`src/rtl/count_seq_pkg.sv`:
```
// count_seq_pkg
//   Shared definitions for the count sequencer: FSM state encoding,
//   default datapath widths and command mode constants.
package count_seq_pkg;

    localparam int DEF_WIDTH = 4;  // counter width
    localparam int DEF_REP_W = 4;  // pass-count width

    // cmd_mode values
    localparam logic MODE_COUNTED = 1'b0;  // run cmd_reps passes, then done
    localparam logic MODE_CONT    = 1'b1;  // run until aborted

    typedef enum logic [1:0] {
        IDLE  = 2'd0,
        CLEAR = 2'd1,
        RUN   = 2'd2,
        DONE  = 2'd3
    } state_t;

endpackage

```
`src/rtl/seq_counter.sv`:
```
// seq_counter
//   Up-counter with synchronous clear and enable. Clear has priority
//   over enable. Wraps modulo 2^WIDTH.
// Ports:
//   clk  rising-edge clock
//   rst  synchronous active-low reset
//   clr  synchronous clear to 0
//   en   increment enable
//   q    counter value (registered)
module seq_counter #(
    parameter int WIDTH = 4
) (
    input  logic             clk,
    input  logic             rst,
    input  logic             clr,
    input  logic             en,
    output logic [WIDTH-1:0] q
);

    // NOTE: sequential state is written with <= so every register samples
    // the pre-edge values of the others, independent of statement order.
    always_ff @(posedge clk) begin
        if (!rst) begin
            q <= '0;
        end else if (clr) begin
            q <= '0;
        end else if (en) begin
            q <= q + WIDTH'(1);
        end
    end

endmodule

```
`src/rtl/count_sequencer.sv`:
```
// count_sequencer
//   Accepts a command (terminal value, pass count, mode) over valid/ready,
//   clears the counter and steps it 0..limit, repeating for the requested
//   number of passes (or forever in continuous mode) until done or abort.
// Ports:
//   clk, rst            clock, synchronous active-low reset
//   cmd_valid/cmd_ready command handshake (cmd_ready is combinational)
//   cmd_limit           terminal count value
//   cmd_reps            number of passes, 0 treated as 1
//   cmd_mode            MODE_COUNTED or MODE_CONT
//   abort               kill the active sequence (ignored in IDLE and DONE)
//   q                   counter value
//   busy                high in CLEAR, RUN, DONE
//   wrap, done, aborted single-cycle registered pulses
//   reps_left           passes remaining, including the current one
module count_sequencer
    import count_seq_pkg::*;
#(
    parameter int WIDTH = DEF_WIDTH,
    parameter int REP_W = DEF_REP_W
) (
    input  logic             clk,
    input  logic             rst,
    input  logic             cmd_valid,
    output logic             cmd_ready,
    input  logic [WIDTH-1:0] cmd_limit,
    input  logic [REP_W-1:0] cmd_reps,
    input  logic             cmd_mode,
    input  logic             abort,
    output logic [WIDTH-1:0] q,
    output logic             busy,
    output logic             wrap,
    output logic             done,
    output logic             aborted,
    output logic [REP_W-1:0] reps_left
);

    state_t           state;
    logic [WIDTH-1:0] limit_r;
    logic             mode_r;
    logic             at_limit;
    logic             clr;
    logic             en;

    assign at_limit  = (q == limit_r);
    assign cmd_ready = (state == IDLE) && rst;
    assign busy      = (state != IDLE);

    // The counter is cleared on entry to a sequence, at the end of every
    // pass and on abort; it only advances while running.
    assign clr = (state == CLEAR) || ((state == RUN) && (abort || at_limit));
    assign en  = (state == RUN);

    seq_counter #(
        .WIDTH (WIDTH)
    ) u_counter (
        .clk (clk),
        .rst (rst),
        .clr (clr),
        .en  (en),
        .q   (q)
    );

    always_ff @(posedge clk) begin
        if (!rst) begin
            // NOTE: every register here, including the latched command
            // fields, is reset so outputs are defined straight after reset.
            state     <= IDLE;
            limit_r   <= '0;
            mode_r    <= MODE_COUNTED;
            reps_left <= '0;
            wrap      <= 1'b0;
            done      <= 1'b0;
            aborted   <= 1'b0;
        end else begin
            // Pulses default low so each is high for exactly one cycle.
            wrap    <= 1'b0;
            done    <= 1'b0;
            aborted <= 1'b0;
            case (state)
                IDLE: begin
                    if (cmd_valid) begin
                        limit_r   <= cmd_limit;
                        mode_r    <= cmd_mode;
                        reps_left <= (cmd_reps == '0) ? REP_W'(1) : cmd_reps;
                        state     <= CLEAR;
                    end
                end
                CLEAR: begin
                    if (abort) begin
                        aborted   <= 1'b1;
                        reps_left <= '0;
                        state     <= IDLE;
                    end else begin
                        state <= RUN;
                    end
                end
                RUN: begin
                    // Abort takes priority over a coincident wrap or done.
                    if (abort) begin
                        aborted   <= 1'b1;
                        reps_left <= '0;
                        state     <= IDLE;
                    end else if (at_limit) begin
                        wrap <= 1'b1;
                        if (mode_r == MODE_COUNTED) begin
                            if (reps_left == REP_W'(1)) begin
                                done      <= 1'b1;
                                reps_left <= '0;
                                state     <= DONE;
                            end else begin
                                reps_left <= reps_left - REP_W'(1);
                            end
                        end
                    end
                end
                DONE: begin
                    state <= IDLE;
                end
                default: begin
                    state <= IDLE;
                end
            endcase
        end
    end

endmodule

```
`config.mk`:
```
export PLATFORM = sky130hd
export DESIGN_NAME = count_sequencer
export DESIGN_NICKNAME = d
export VERILOG_FILES = /design/src/rtl/count_seq_pkg.sv /design/src/rtl/seq_counter.sv /design/src/rtl/count_sequencer.sv
export SDC_FILE = /design/constraint.sdc
export NUM_CORES = 1
export LEC_CHECK = 0
export CAP_MARGIN = 20
export CORE_UTILIZATION = 35
export DETAILED_ROUTE_END_ITERATION = 10
export GPL_TIMING_DRIVEN = 0
export PLACE_DENSITY = 0.61
export SLEW_MARGIN = 5
export SYNTH_ARGS = -nofsm -noshare
export SYNTH_HDL_FRONTEND = slang
export SYNTH_SLANG_ARGS = --single-unit
```
`constraint.sdc`:
```
create_clock -name clk -period 4.8 [get_ports clk]
set_clock_uncertainty 0.1 [all_clocks]
set_input_delay 0.96 -clock clk [delete_from_list [all_inputs] [get_ports clk]]
set_output_delay 0.96 -clock clk [all_outputs]
set_load 0.02 [all_outputs]
```
After elaboration in Yosys (flattened, before gate mapping)

Cells that the tools add are included.
Widths: inputs -> output; s select.

Register bits: 18
Input port bits: 13
Output and inout bits: 13
Logic and storage cells: 57

$add $sub $neg: 2
Equality and inequality tests: 10
Mux-type cells: 18
Bitwise logic cells: 3
Reductions and logical operators: 16

Operators with widths:

| operator            | count |
|---|---|
| $mux 4              | 7 |
| $mux 2              | 6 |
| $pmux 4 s3          | 1 |
| $pmux 2 s4          | 1 |
| $ne 3x3->1 const B  | 2 |
| $reduce_and 5->1    | 1 |
| $reduce_or 5->1     | 1 |
| $add 4x1->4 const B | 1 |
| $eq 2x2->1 const B  | 2 |
| $eq 4x1->1 const B  | 1 |
| $eq 4x4->1          | 1 |
| $logic_not 4->1     | 1 |
| $ne 2x2->1 const B  | 2 |
| $reduce_and 2->1    | 2 |
| $reduce_and 4->1    | 1 |
| $reduce_or 2->1     | 2 |
| $sub 4x1->4 const B | 1 |
| $mux 1              | 3 |
| $ne 3x2->1 const B  | 1 |
| $not 1->1           | 3 |
| $reduce_bool 3->1   | 1 |
| $reduce_or 3->1     | 1 |
| $eq 2x1->1 const B  | 1 |
| $logic_and 1x1->1   | 2 |
| 3 further kinds     | 4 |

Longest topological paths before layout

Word-level depth: 6
Mapped depth: 7
Mapped depth without buffers: 6

Hierarchy

A second synthesis with hierarchy kept.

Cell total of the unflattened synthesis: 120
Area total of the unflattened synthesis: 1059.8 µm²

By module, submodules not included:

| module          | times used | cells each | area an instance (µm²) | sequential area each (µm²) |
|---|---|---|---|---|
| count_sequencer | 1          | 103        | 878.3                  | 280.3 |
| seq_counter     | 1          | 17         | 181.4                  | 80.1 |

Worst setup path before layout

No wires, ideal clock.

Path kind: input port to output port
From: input rst
To: output cmd_ready
Data arrival time: 1.512 ns
Required time: 3.740 ns
Setup slack: 2.228 ns
Stages on the path: 3
Path buffers: 1
Cell sequence: inv_1 -> clkbuf_1 -> nor2_1

Word-level cells in the longest chain between the ends: 1

Ends and longest elaborated chain:

| what              | RTL line              | text |
|---|---|---|
| start, declared   | count_sequencer.sv:23 | `input logic rst,` |
| $logic_and 1x1->1 | count_sequencer.sv:46 | `assign cmd_ready = (state == IDLE) && rst;` |
| end, declared     | count_sequencer.sv:25 | `output logic cmd_ready,` |

No other way between the ends.

Worst setup path after layout

Ends and elaborated chain as after synthesis.

==> flow_summary.json <==
{
  "yosysTopAreaCellShare_pct": 33.41,
  "synthFlopType": "dfxtp_1",
  "hp-class": "reg2reg",
  "grt_pass1_vias": 870,
  "drc": 2,
  "root_buffer": "clkbuf_4",
  "hold_viol": 0,
  "clk_latency_ns": 0.29,
  "status": "complete, but fails checks",
  "peakVddDrop_v": 0.0001239,
  "synth_edf_count": 0,
  "crit_path_end_kind": "output port",
  "min_from": "limit_r[2]",
  "clock.fmax_mhz": 268.1,
  "io_buffers": 25,
  "grt_max_degree": 11,
  "avgViaCountPerCell": 5.034,
  "ys_warn_count": 0,
  "setup_viol": 0,
  "cts_htree_levels": 1,
  "antenna_found_initial": 0,
  "cp.required_ns": 3.74,
  "start_util_pct": 38.12,
  "fin_tns_setup_ns": 0,
  "p_leak_nw": 0.5347,
  "max_stage_delay_ns": 0.62,
  "multi_input_area_um2": 660.6,
  "seq_area_um2": 360.3,
  "dieArea_um2": 3307,
  "post_cts_buffers": 0,
  "power.density_nw_per_um2": 298.0,
  "yosys.area.top_type": "dfxtp_1",
  "gp_congestion": 0.8297,
  "worst-path-max-fanout": 10,
  "ys_ff_latch": 18,
  "path_common_cell": "clkdlybuf4s50_1",
  "diodes": 0,
  "worstMarginPinSlew_ns": 0.5387,
  "failed_checks": "DRC",
  "rows": 19,
  "nFillCells": 275,
  "ios": 26,
  "synth.area.top_cells": "dfxtp_1, ha_1, xnor2_1",
  "syn_to_final_growth_pct": 30.16,
  "vias": 876,
  "period_share_pct": 77.70,
  "drv_slew": 0,
  "power.total_w": 0.0004183,
  "track_usage_pct": 14.66,
  "wl_per_cell_um": 13.08,
  "die_width_um": 57.51,
  "rr_startpoint": "state[0]",
  "cts_tree": "done",
  "holdBufCountCts": 0,
  "fp.coreArea_um2": 2829,
  "crit_slowest_cell": "clkdlybuf4s50_1",
  "period_needed_ns": 3.730,
  "cp-start-kind": "primary input",
  "die_h_um": 57.51,
  "postRouteAntennaNets": 0,
  "numCtsBuffers": 3,
  "startpoint": "rst",
  "drt-total-wl_mm": 2.276,
  "cts_max_path_buffers": 2,
  "synthesis.area_um2": 1079,
  "syn_nets": 135,
  "cts_resized": 0,
  "maxSlewHeadroom_pct": 64.09,
  "path_cells": "clkdlybuf4s50_1, inv_1, clkbuf_1, nor2_1, clkdlybuf4s50_1",
  "num-nets-final": 165,
  "max-cap-violations": 0,
  "synthCells": 114,
  "rsz0062_at_grt": "false",
  "drive_above_1_share_pct": 13.99,
  "dpl.hpwl_mm": 1.779,
  "gr-total-overflow": 0,
  "syn_area_per_cell_um2": 9.461,
  "crit_arrival_ns": 2.67,
  "grt_pass1_wl_mm": 3.822,
  "clock_sinks": 18,
  "clkTransAtPathRegs_ns": 0.11,
  "ys_types": 38,
  "dr.first_iter.drc_count": 15,
  "dr.pass1.iters": 9,
  "ys_seq_area_share_pct": 33.41,
  "critical_path_class": "in2out",
  "ys_async_sr_fraction_pct": 0
}
## metal layers
layer | global-route usage [%] | part of all wire, %
met5 | 0 | 0
met4 | 4.181 | 0
met3 | 2.268 | 4.6
met2 | 22.92 | 45
met1 | 20.80 | 51
## cell families (layout without fill, tap and decap cells)
group	after synthesis	count (layout)	share of synthesized area, %
compound gates	23	23	17.98
simple gates	44	44	25.52
fa+ha+maj	8	8	9.281
xor+xnor	7	7	5.685
mux	3	3	2.784
flops	18	18	33.41
buf+inv	11	40	5.336
## power breakdown
group	internal (W)	total (W)	switching [W]
registers	0.000160	0.000174	0.0000133
clock network	0.0000462	0.0000958	0.0000496
logic	0.0000753	0.000149	0.0000733
## worst paths after layout
kind,to,slack (ns),cells after the start
setup / recovery,cmd_ready,1.07,5
hold / removal,limit_r[2],0.38,2
setup reg to reg,reps_left[0],2.92,7
hold reg to reg,limit_r[2],0.38,2
## per-stage QoR
step,area [um^2],setup slack (ns),hold WS (ns),util (%),cells
2_1_floorplan,1079,2.228,0.3488,-,114
3_3_place_gp,1368,1.088,0.3625,48.34,170
3_5_place_dp,1368,1.047,0.3664,48.34,170
4_1_cts,1404,1.046,0.3818,49.62,174
5_1_grt,1404,0.9664,0.4003,49.62,174
6_report,1404,1.070,0.3778,49.62,174
## final cells by class
cell class | count | area share (%)
multi-input cells | 85 | 47.06
plain buffers | 4 | 2.228
clock buffers | 4 | 2.585
well taps | 31 | 2.763
inverters | 7 | 1.872
flip-flops and latches | 18 | 25.67
repair buffers | 25 | 17.83
## cell usage in the layout (no fill, tap or decap), types with 2 or more instances in the layout
cell type and count:
dfxtp_1 18, a211oi_2 3, mux2i_1 3, clkdlybuf4s50_1 25
nor2_1 10, nor2b_1 4, nor4_4 2, xnor2_1 5
nand2_1 9, a21oi_1 7, inv_1 7, ha_1 8
nor3_1 3, xor2_1 2, nand3_1 5, clkbuf_4 3
a211oi_1 4, buf_6 2
## worst max-delay path, delay by kind of cell
kind,cells,cell delay [ns]
buffers and inverters,4,1.55
AND/OR/NAND/NOR,1,0.16
## cell usage after synthesis, types with 2 or more instances
cell and number:
nor2b_1 4, nand3_1 5, nor4_4 2, nand2_1 9
xnor2_1 5, dfxtp_1 18, nor3_1 3, nor2_1 10
ha_1 8, mux2i_1 3, inv_1 7, a21oi_1 7
a211oi_1 4, buf_6 2, xor2_1 2, a211oi_2 3
## sequential cells by signal, summed over array words and instances (netlist names)
register     flops
limit_r          4
wrap             1
u_counter.q      4
aborted          1
reps_left        4
done             1
state            2
mode_r           1
(Power assumes the default switching activity.)
